==> src/rtl/bcd_pkg.sv <==
// Shared constants and helpers for the BCD up/down counter: digit width,
// 7-segment codes, and integer-to-BCD conversion for parameter constants.
package bcd_pkg;

  localparam int unsigned DIGIT_W = 4;
  localparam int unsigned SEG_W   = 8;
  localparam int unsigned MAX_DIG = 8;

  // Index d holds the active-high a..g code of decimal digit d; dp stays 0.
  localparam logic [9:0][SEG_W-1:0] SEG_CODES = {
    8'h6F, 8'h7F, 8'h07, 8'h7D, 8'h6D, 8'h66, 8'h4F, 8'h5B, 8'h06, 8'h3F
  };

  function automatic logic [SEG_W-1:0] seg_encode(input logic [DIGIT_W-1:0] nib);
    logic [SEG_W-1:0] code;
    code = '0;
    if (nib <= 4'd9) code = SEG_CODES[nib];
    return code;
  endfunction

  function automatic logic [DIGIT_W*MAX_DIG-1:0] to_bcd(input int unsigned value);
    logic [DIGIT_W*MAX_DIG-1:0] r;
    int unsigned v;
    r = '0;
    v = value;
    for (int i = 0; i < int'(MAX_DIG); i++) begin
      r[DIGIT_W*i +: DIGIT_W] = DIGIT_W'(v % 10);
      v = v / 10;
    end
    return r;
  endfunction

endpackage

==> src/rtl/tick_gen.sv <==
// Prescaler: counts 0..DIV-1 while enabled and flags the last count as a tick.
module tick_gen #(
  parameter int unsigned DIV = 100
) (
  input  logic clk,
  input  logic rst,
  input  logic en,
  input  logic clr,
  output logic tick
);

  localparam int unsigned CNT_W = (DIV > 2) ? $clog2(DIV) : 1;

  logic [CNT_W-1:0] r_cnt;
  logic             w_last;

  assign w_last = (r_cnt == CNT_W'(DIV - 1));

  always_ff @(posedge clk or posedge rst) begin
    if (rst) begin
      r_cnt <= '0;
    end else if (clr) begin
      r_cnt <= '0;
    end else if (en) begin
      r_cnt <= w_last ? '0 : r_cnt + CNT_W'(1);
    end
  end

  // Gated by en so a paused counter parked on the last value cannot repeat the tick.
  assign tick = en & w_last;

endmodule

==> src/rtl/bcd_updown_counter.sv <==
// Multi-digit BCD up/down counter with terminal wrap, prescaled count tick
// and a multiplexed 7-segment display scan.
module bcd_updown_counter
  import bcd_pkg::*;
#(
  parameter int unsigned DIGITS   = 2,
  parameter int unsigned MOD_MAX  = 19,
  parameter int unsigned TICK_DIV = 100,
  parameter int unsigned SCAN_DIV = 1
) (
  input  logic                        clk,
  input  logic                        rst,
  input  logic                        en,
  input  logic                        up,
  input  logic                        clr,
  output logic [DIGIT_W*DIGITS-1:0]   bcd,
  output logic                        wrap,
  output logic [SEG_W-1:0]            seg,
  output logic [DIGITS-1:0]           cat
);

  localparam int unsigned BCD_W  = DIGIT_W * DIGITS;
  localparam int unsigned SCAN_W = (DIGITS > 1) ? $clog2(DIGITS) : 1;
  localparam int unsigned SDIV_W = (SCAN_DIV > 1) ? $clog2(SCAN_DIV) : 1;
  localparam logic [BCD_W-1:0] MOD_BCD = BCD_W'(to_bcd(MOD_MAX));

  logic [BCD_W-1:0]   r_bcd;
  logic               r_wrap;
  logic [SCAN_W-1:0]  r_scan;
  logic [SDIV_W-1:0]  r_sdiv;
  logic [SEG_W-1:0]   r_seg;
  logic [DIGITS-1:0]  r_cat;

  logic               w_tick;
  logic [BCD_W-1:0]   w_inc;
  logic [BCD_W-1:0]   w_dec;
  logic [DIGIT_W-1:0] w_digit;
  logic [DIGITS-1:0]  w_cat;

  tick_gen #(
    .DIV (TICK_DIV)
  ) u_tick_gen (
    .clk  (clk),
    .rst  (rst),
    .en   (en),
    .clr  (clr),
    .tick (w_tick)
  );

  // Decimal +1 / -1 with ripple carry/borrow across digits.
  always_comb begin
    logic carry;
    logic borrow;
    carry  = 1'b1;
    borrow = 1'b1;
    w_inc  = r_bcd;
    w_dec  = r_bcd;
    for (int i = 0; i < int'(DIGITS); i++) begin
      if (carry) begin
        if (r_bcd[DIGIT_W*i +: DIGIT_W] >= 4'd9) begin
          w_inc[DIGIT_W*i +: DIGIT_W] = 4'd0;
        end else begin
          w_inc[DIGIT_W*i +: DIGIT_W] = r_bcd[DIGIT_W*i +: DIGIT_W] + 4'd1;
          carry = 1'b0;
        end
      end
      if (borrow) begin
        if (r_bcd[DIGIT_W*i +: DIGIT_W] == 4'd0) begin
          w_dec[DIGIT_W*i +: DIGIT_W] = 4'd9;
        end else begin
          w_dec[DIGIT_W*i +: DIGIT_W] = r_bcd[DIGIT_W*i +: DIGIT_W] - 4'd1;
          borrow = 1'b0;
        end
      end
    end
  end

  always_ff @(posedge clk or posedge rst) begin
    if (rst) begin
      r_bcd  <= '0;
      r_wrap <= 1'b0;
    end else begin
      r_wrap <= 1'b0;
      if (clr) begin
        r_bcd <= '0;
      end else if (w_tick) begin
        if (up) begin
          if (r_bcd == MOD_BCD) begin
            r_bcd  <= '0;
            r_wrap <= 1'b1;
          end else begin
            r_bcd <= w_inc;
          end
        end else begin
          if (r_bcd == '0) begin
            r_bcd  <= MOD_BCD;
            r_wrap <= 1'b1;
          end else begin
            r_bcd <= w_dec;
          end
        end
      end
    end
  end

  // Digit mux and one-cold select for the current scan index.
  always_comb begin
    w_digit = '0;
    w_cat   = '1;
    for (int i = 0; i < int'(DIGITS); i++) begin
      if (r_scan == SCAN_W'(i)) begin
        w_digit  = r_bcd[DIGIT_W*i +: DIGIT_W];
        w_cat[i] = 1'b0;
      end
    end
  end

  always_ff @(posedge clk or posedge rst) begin
    if (rst) begin
      r_scan <= '0;
      r_sdiv <= '0;
      r_seg  <= '0;
      r_cat  <= '1;
    end else begin
      r_seg <= seg_encode(w_digit);
      r_cat <= w_cat;
      if (r_sdiv == SDIV_W'(SCAN_DIV - 1)) begin
        r_sdiv <= '0;
        r_scan <= (r_scan == SCAN_W'(DIGITS - 1)) ? '0 : r_scan + SCAN_W'(1);
      end else begin
        r_sdiv <= r_sdiv + SDIV_W'(1);
      end
    end
  end

  assign bcd  = r_bcd;
  assign wrap = r_wrap;
  assign seg  = r_seg;
  assign cat  = r_cat;

endmodule

==> config.mk <==
export PLATFORM = sky130hd
export DESIGN_NAME = bcd_updown_counter
export DESIGN_NICKNAME = d
export VERILOG_FILES = /design/src/rtl/bcd_pkg.sv /design/src/rtl/tick_gen.sv /design/src/rtl/bcd_updown_counter.sv
export SDC_FILE = /design/constraint.sdc
export NUM_CORES = 1
export LEC_CHECK = 0
export ABC_AREA = 1
export BUFFER_PORTS_ARGS = -buffer_cell sky130_fd_sc_hd__buf_4
export CORE_MARGIN = 4
export CORE_UTILIZATION = 45
export DETAILED_ROUTE_END_ITERATION = 8
export GPL_TIMING_DRIVEN = 0
export SYNTH_ARGS = -nofsm -noshare
export SYNTH_HDL_FRONTEND = slang
export SYNTH_HIERARCHICAL = 1
export SYNTH_SLANG_ARGS = --single-unit
==> constraint.sdc <==
create_clock -name clk -period 3.6 [get_ports clk]
set_input_delay 0 -clock clk [delete_from_list [all_inputs] [get_ports clk]]
set_output_delay 0 -clock clk [all_outputs]
set_load 0.01 [all_outputs]
# ---- Word-level counts from Yosys, hierarchy flattened
# Memory sizes are Yosys's and may differ from the RTL's.
# Index checks and enable logic that the tools add are counted.
dict set report classes {
  addsub 7
  magnitude_cmp 4
  n_eq_ne 3
  muxes 28
  bitwise 1
  n_reduce_logical 7
}
# op n
set ops {}
lappend ops {{two-way mux 8 bit} 7}
lappend ops {{two-way mux 4 bit} 7}
lappend ops {{two-way mux 7 bit} 3}
lappend ops {{two-way mux 1 bit} 11}
lappend ops {{adder 4 x 1 -> 4 bit, second input constant} 2}
lappend ops {{equality test 8 x 5 -> 1 bit, second input constant} 1}
lappend ops {{>= comparator 4 bit, second input constant} 2}
lappend ops {{zero test 4 bit} 2}
lappend ops {{zero test 8 bit} 1}
lappend ops {{subtractor 4 x 1 -> 4 bit, second input constant} 2}
lappend ops {{adder 7 x 1 -> 7 bit, second input constant} 1}
lappend ops {{equality test 7 bit, second input constant} 1}
lappend ops {{less-than comparator 4 x 5 -> 1 bit, second input constant} 1}
lappend ops {{less-or-equal comparator 4 bit, second input constant} 1}
lappend ops {{inequality test 4 x 1 -> 1 bit, second input constant} 1}
lappend ops {{nonzero test 2 bit} 2}
lappend ops {{nonzero test 4 bit} 1}
lappend ops {{AND reduction 3 bit} 1}
lappend ops {{adder 1 bit, second input constant} 2}
lappend ops {{bitwise AND 1 bit} 1}
dict set report word_totals {
  register_bits 28
  romBits 128
  wordCells 59
  memories 1
}
# memory words width rd rd_ports_with_merged_regs write_ports line_no
set memory_table {}
lappend memory_table {{(name not given)} 16 8 1 0 0 bcd_pkg.sv:17} ;# if (nib <= 4'd9) code = SEG_CODES[nib];

# ---- Longest topological paths before layout
# Gate-level depths: netlist of the first run.
dict set report logic_depth {
  depth_word 7
  depth_mapped 12
}

# ---- Hierarchy
# Netlist of the first run, hierarchy kept.
# module instances cells_each area_each_um2 seq_area_each_um2
set modules_own_cells {}
lappend modules_own_cells {bcd_updown_counter 1 194 1441.4 478.0}
lappend modules_own_cells {tick_gen 1 71 474.2 175.2}

# ---- Worst setup path after synthesis of the first run
# OpenSTA, ideal clock, no wires.
dict set report synth_path {
  path_type {register -> register}
  from {reg r_scan}
  to {reg r_seg[4], in the netlist seg[4]}
  t_arrival_ps 1690
  setup_slack_ps 1791
  path_stages_with_launch 9
  n_path_buf 1
  path_cell_list {dfrtp_1 -> buf_4 -> o21ai_0 -> inv_1 -> ha_1 -> o21ai_2 -> nand2_4 -> o21ai_1 -> nor2_1}
}
dict set report synth_via {
  elab_chain_len 4
}
# item line_no
set synth_lines {}
lappend synth_lines {{start, declared} bcd_updown_counter.sv:29} ;# logic [SCAN_W-1:0] r_scan;
lappend synth_lines {{start signal, assigned} bcd_updown_counter.sv:129} ;# r_scan <= (r_scan == SCAN_W'(DIGITS - 1)) ? '0 : r_scan + SCAN_W'(1);
lappend synth_lines {{two-way mux 4 bit *} bcd_updown_counter.sv:111} ;# if (r_scan == SCAN_W'(i)) begin
lappend synth_lines {{memory (16 x 8 bit)} -}
lappend synth_lines {{two-way mux 8 bit (implied by the code)} bcd_pkg.sv:17}
lappend synth_lines {{two-way mux 8 bit *} bcd_pkg.sv:17}
lappend synth_lines {{end signal, assigned} bcd_updown_counter.sv:125} ;# r_seg <= seg_encode(w_digit);
lappend synth_lines {{end, declared} bcd_updown_counter.sv:31} ;# logic [SEG_W-1:0] r_seg;
# Mark *: on every way between the ends. The rest lies on a longest branch, timed or not. The select of a mux whose other input is x is not followed.
# A chain may end at the register's enable or synchronous reset.

# ---- Worst setup path after layout of the first run
dict set report layout_path {
  from {reg r_bcd[0], in the netlist bcd[0]}
  to {reg r_seg[6], in the netlist seg[6]}
}
dict set report layout_via {
  elab_chain_len 4
}
# item line_no
set layout_lines {}
lappend layout_lines {{start, declared} bcd_updown_counter.sv:27} ;# logic [BCD_W-1:0] r_bcd;
lappend layout_lines {{start signal, assigned} bcd_updown_counter.sv:92} ;# r_bcd <= w_inc;
lappend layout_lines {{start signal, assigned} bcd_updown_counter.sv:99} ;# r_bcd <= w_dec;
lappend layout_lines {{two-way mux 4 bit *} bcd_updown_counter.sv:111}
lappend layout_lines {{memory (16 x 8 bit)} -}
lappend layout_lines {{two-way mux 8 bit (implied by the code)} bcd_pkg.sv:17}
lappend layout_lines {{two-way mux 8 bit *} bcd_pkg.sv:17}
# Marked as above.

==> results of run 1 <==
[how the worst min path moves through the flow]
stage / end / slack [ns] / from / cells after the start
finish: wrap$_DFF_PP0_ / 0.02 / up / 3
floorplan: u_tick_gen/r_cnt[0]$_DFFE_PP0P_ / -0.20 / rst / 1
global placement: u_tick_gen/r_cnt[5]$_DFFE_PP0P_ / -0.04 / rst / 2
detailed placement: u_tick_gen/r_cnt[5]$_DFFE_PP0P_ / -0.04 / rst / 2
global route: wrap$_DFF_PP0_ / 0.03 / up / 3
CTS: wrap$_DFF_PP0_ / 0.01 / up / 3
[logic make-up (layout without fill, tap and decap cells)]
family	after synthesis	count (layout)	synth area share [%]
AOI/OAI and AO/OA	30	30	11.23
xor gates and xnor gates	4	4	1.829
adders and majority gates	13	13	8.491
buffers and inverters	46	72	10.38
DFF	26	26	34.10
other	1	1	0.1958
and+or+nand+nor	145	145	33.77
[metrics by stage]
step,instances,hold WS [ns]
after floorplan,265,-0.1966
after global placement,337,-0.04305
after detailed placement,337,-0.04339
after CTS,341,0.01370
after global routing,341,0.02769
final,341,0.01670
[synthesized netlist by cell type, types with 3 or more instances]
| cell | count |
|---|---|
| nand2_1 | 63 |
| nor2_1 | 41 |
| inv_1 | 30 |
| dfrtp_1 | 24 |
| nand3_1 | 20 |
| ha_1 | 13 |
| inv_2 | 9 |
| o21ai_0 | 7 |
| a21oi_1 | 6 |
| nand2_2 | 6 |
| o21ai_2 | 5 |
| nand3b_1 | 4 |
| o21ai_1 | 4 |
| nand2_4 | 3 |
| nand4_1 | 3 |
| nor2_2 | 3 |
| xor2_1 | 3 |
[sequential cells by signal, summed over array words and instances, names as in the netlist]
name / count
seg: 7
cat: 2
r_scan: 1
u_tick_gen/r_cnt: 7
bcd: 8
wrap: 1
[report_power, final]
part	total, mW	internal [mW]	leakage (nW)	switching, mW
Clock	0.156	0.0748	0.0216	0.0810
Combinational	0.497	0.199	0.816	0.298
Sequential	0.379	0.339	0.317	0.0393
[worst min-delay path: cells and delay by family]
family	cells	cell delay, ns
buf+inv	1	0.10
simple gates	1	0.08
compound gates	1	0.06
[final cells by class]
| class | instances | area [µm²] |
|---|---|---|
| Fill cell | 400 | 1863 |
| Multi-Input combinational cell | 193 | 1064 |
| Sequential cell | 26 | 653.1 |
| Timing Repair Buffer | 23 | 175.2 |
| Inverter | 40 | 151.4 |
| Tap cell | 50 | 62.56 |
| Buffer | 6 | 47.55 |
| Clock buffer | 3 | 41.29 |
[layer usage]
metal / global-route usage (%) / vias up / wire length, µm
met2: 25.42 / 25 / 1749
met1: 22.51 / 728 / 1923
met5: 0 / - / 0
met3: 3.306 / 4 / 156
met4: 3.279 / 0 / 27
li1: - / 876 / -
==> results.toml, run 1 <==
[sta]
worst_slack_ns = 1.527
setup_tns_ns = 0
worst_pin_slew_ns = 0.6996
period_share_pct = 57.58
rsz0062_at_grt = "false"
finalCriticalPeriod_ns = 2.073
timing.slew.headroom_pct = 52.87
hold_viol = 0
fin_skew_ns = 0.004437
drv_slew = 0
clock.fmax_mhz = 482.5
setup_viol = 0

[clock_tree]
clock_latency_ns = 0.26
post_cts_buffers = 0
cts_root_buffer = "clkbuf_8"
numCtsBuffers = 3
cts.sink_count = 26
cts.repair.resized = 0
cts.htree.levels = 1
ctsHoldBuffers = 1
clock_path_buffers = 2
clk_pin_slew_ns = 0.08
cts_tree = "done"

[floorplanning]
num_rows = 23
coreArea_um2 = 4058
die_w_um = 73.25
io_pins = 24
die-area_um2 = 5365
die_h_um = 73.25
start_util_pct = 47.21

[synthesis]
synthCells = 265
synth.avg_cell_area_um2 = 7.229
synth_flop_cell = "dfrtp_1"
yosys_warnings = 6
asyncSetResetFlopFracSynth_pct = 100.0
synth_cell_types = 32
yosys.area.top_type = "dfrtp_1"
synth.top_cells.by_area = "dfrtp_1 31%, nand2_1 12%, ha_1 8.5%"
syn-cell-area_um2 = 1916
ys_ff_latch = 26
ys_seq_area_share_pct = 34.10
synth_edf_count = 0
synth_fp_nets = 283
synth.top_cell.area_share_pct = 31.35

[critical_path]
r2r_cells = 7
end_kind = "flop"
crit_type = "reg -> reg"
cp-endpoint = "seg[6]$_DFF_PP0_"
cp_slowest_cell = "o21ai_0"
critical_path_arrival_ns = 2.23
startpoint_type = "flop"
reg2reg_to = "seg[6]$_DFF_PP0_"
cpMostUsedCell = "inv_1"
ff2ff_setup_slack_ns = 1.53
cp_num_buf_inv = 2
path_cells = "o21ai_0 -> inv_1 -> ha_1 -> o21ai_2 -> nand2_4 -> o21ai_1 -> inv_1"
r2r-start = "bcd[0]$_DFFE_PP0P_"
crit_path_max_incr_delay_ns = 0.62
path_depth = 7
path_delay_family = "compound AO/OA/AOI/OAI gates"
crit_start = "bcd[0]$_DFFE_PP0P_"
crit_required_ns = 3.76
cp_max_fo = 9

[grt]
grtUsageTotal_pct = 16.02
grt_pass1_wl_um = 6824
grt_max_degree = 20
grt_pass1_vias = 1530
antenna_found_initial = 0
grt_overflow = 0

[status]
status = "finished clean"

[detailed_routing]
vias = 1633
first_pass_iters = 4
via_per_inst = 4.789
routedWlPerCell_um = 11.31
drc = 0
postRouteWirelength_um = 3857
drtIter0Drc = 84
final_antenna_net_count = 0

[final_layout]
fin_area_um2 = 2195
final_cell_mix = "63 x nand2_1, 41 x nor2_1, 30 x inv_1"
finalNetCount = 311
drive_above_1_share_pct = 22.68
syn2layout_area_growth_pct = 14.57
utilization_pct = 54.09
mostFrequentLayoutCell = "nand2_1"
n_antenna_cell = 0

[pwr]
cellLeakagePower_nw = 1.155
fin_total_pwr_mw = 1.031
ir_drop_v = 0.0003044
power_density_nw_per_um2 = 469.9

[run]
drv_cap = 0

[placement]
place_ws_ns = 1.507
place_hpwl_um = 3041
io_buffers = 22
place_area_um2 = 2143
gp_congestion = 0.8912

[worst_hold_path]
hold_class = "in -> reg"
Power figures use the tool's default switching activity.
==> inputs of run 2 (changes only) <==
Settings changed: PLACE_DENSITY set to 0.67.
Clock period 3.6 ns to 1.85 ns, I/O delays scaled along.
==> run 2 against run 1 <==
Combinational power is 99% higher. Via count increased by 1.6%. Cell count increased by 0.29%. Critical path depth grew 2. Register-to-register slack lost 1.4 ns. Die area unchanged. Non-clock buffer count is 1 higher. Wire length is 1.2% higher. Hold slack improved by 0.030 ns. Fmax grew 22%. Clock power increased by 96%. Total power is 97% higher. Largest cell class unchanged. Highest routed layer unchanged.
==> results.toml, run 2 (synthesized netlist as in run 1, its figures left out) <==
[status]
status = "finished clean"

[sta]
clock.fmax_mhz = 588.5
hold_viol = 0
period_share_pct = 91.85
setup_viol = 0
fin_skew_ns = 0.003048
timing.slew.headroom_pct = 52.07
worst_slack_ns = 0.1507
drv_slew = 0
fin_hold_ws_ns = 0.04671
finalCriticalPeriod_ns = 1.699
worst_pin_slew_ns = 0.7181
rsz0062_at_grt = "false"

[run]
drv_cap = 0

[critical_path]
crit_type = "reg -> reg"
cp_max_fo = 8
r2r_cells = 9
startpoint_type = "flop"
end_kind = "flop"
ff2ff_setup_slack_ns = 0.15
r2r-start = "bcd[1]$_DFFE_PP0P_"
crit_required_ns = 2.01
critical_path_arrival_ns = 1.86
reg2reg_to = "bcd[5]$_DFFE_PP0P_"

[clock_tree]
cts.sink_count = 26
numCtsBuffers = 3
post_cts_buffers = 0
clk_pin_slew_ns = 0.08
cts_tree = "done"
cts_root_buffer = "clkbuf_8"
cts.htree.levels = 1
clock_latency_ns = 0.26
clock_path_buffers = 2

[grt]
grt_pass1_wl_um = 6817
grt_overflow = 0
antenna_found_initial = 0
grt_max_degree = 20
grtUsageTotal_pct = 16.00
grt_pass1_vias = 1584

[final_layout]
largest_register_ffs = 8
finalNetCount = 312
syn2layout_area_growth_pct = 16.26
fin_cells = 342
n_antenna_cell = 0
final_cell_mix = "63 x nand2_1, 40 x nor2_1, 30 x inv_1"
utilization_pct = 54.89
mostFrequentLayoutCell = "nand2_1"
drive_above_1_share_pct = 23.97

[detailed_routing]
via_per_inst = 4.851
postRouteWirelength_um = 3904
first_pass_iters = 4
drtIter0Drc = 86
vias = 1659
routedWlPerCell_um = 11.42
drc = 0
final_antenna_net_count = 0

[pwr]
p_sw_share_pct = 40.78
p_seq_share_pct = 36.3
p_int_mw = 1.203
fin_total_pwr_mw = 2.031
p_sw_mw = 0.8284
cellLeakagePower_nw = 1.159
ir_drop_v = 0.0005980
clkPwrFrac_pct = 15.0
power_density_nw_per_um2 = 912.1
combPwrFrac_pct = 48.7

[placement]
place_hpwl_um = 2996
gp_congestion = 0.8755
dp_cells = 337
place_ws_ns = -0.1948
io_buffers = 22

[floorplanning]
die-area_um2 = 5365
die_w_um = 73.25
start_util_pct = 47.21
io_pins = 24
num_rows = 23
die_h_um = 73.25
coreArea_um2 = 4058

[worst_hold_path]
min_from = "en"
hold_path_end = "u_tick_gen/r_cnt[4]$_DFFE_PP0P_"
whs_path_depth = 4
hold_class = "in -> reg"
run 2: cell types whose count changed in the layout (fill, tap and decap cells not counted):
| cell | previous run | this run |
|---|---|---|
| dfrtp_1 | 24 | 23 |
| dfrtp_2 | 0 | 1 |
| o21ai_0 | 7 | 6 |
| nor2_1 | 41 | 40 |
| dlygate4sd3_1 | 1 | 2 |
| nor2_4 | 1 | 2 |
| ha_1 | 13 | 12 |
| o21ai_4 | 2 | 3 |
| ha_2 | 0 | 1 |
run 2: final cells by class:
cell class,instances,area [µm²]
plain buffers,6,47.55
clock buffers,3,41.29
fillers,394,1831
inverters,40,151.4
multi-input cells,193,1085
flip-flops and latches,26,654.4
well taps,50,62.56
repair buffers,24,185.2
run 2: per-stage QoR:
stage          setup TNS, ns  cell area [µm²]
3_3_place_gp          -1.024             2143
2_1_floorplan              0             1916
4_1_cts                    0             2208
6_report                   0             2227
3_5_place_dp          -1.080             2143
5_1_grt                    0             2227
run 2: power by group through the flow:
stage / logic (mW) / registers, mW / clock network [mW]
6_report: 0.988 / 0.737 / 0.306
5_1_grt: 1.13 / 0.750 / 0.348
4_1_cts: 0.990 / 0.737 / 0.327
3_5_place_dp: 0.972 / 0.747 / 0
3_3_place_gp: 0.963 / 0.747 / 0
2_1_floorplan: 0.693 / 0.768 / 0
run 2: worst max-delay path by stage:
| stage | from | end | slack (ns) | cells after the start |
|---|---|---|---|---|
| 2_1_floorplan | r_scan$_DFF_PP0_ | seg[4]$_DFF_PP0_ | 0.04 | 8 |
| 3_3_place_gp | r_scan$_DFF_PP0_ | seg[6]$_DFF_PP0_ | -0.18 | 8 |
| 3_5_place_dp | r_scan$_DFF_PP0_ | seg[6]$_DFF_PP0_ | -0.19 | 8 |
| 4_1_cts | u_tick_gen/r_cnt[1]$_DFFE_PP0P_ | bcd[1]$_DFFE_PP0P_ | 0.04 | 10 |
| 5_1_grt | r_scan$_DFF_PP0_ | seg[4]$_DFF_PP0_ | 0.009 | 9 |
| 6_report | bcd[1]$_DFFE_PP0P_ | bcd[5]$_DFFE_PP0P_ | 0.15 | 9 |
run 2: metal layers:
| metal | part of all wire, % | global-route usage, % |
|---|---|---|
| met1 | 50 | 21.79 |
| met3 | 3.0 | 3.444 |
| met5 | 0 | 0 |
| met4 | 0.36 | 3.074 |
| met2 | 47 | 26.22 |
run 2: timing repair:
action	CTS	global route
cloned	0	0
hold buffers	2	0
resized for setup	2	5
endpoints found under the setup margin	7	11
endpoints found under the hold margin	25	0
run 2: worst max-delay path, stage by stage, from the launching register on:
cell and delay [ns]:
dfrtp_1 0.50, inv_1 0.13, ha_1 0.23, nand3b_1 0.18
nand2_2 0.13, nand2_2 0.10, nand2_2 0.11, clkinv_2 0.07
nor2_1 0.08, nor2_1 0.05
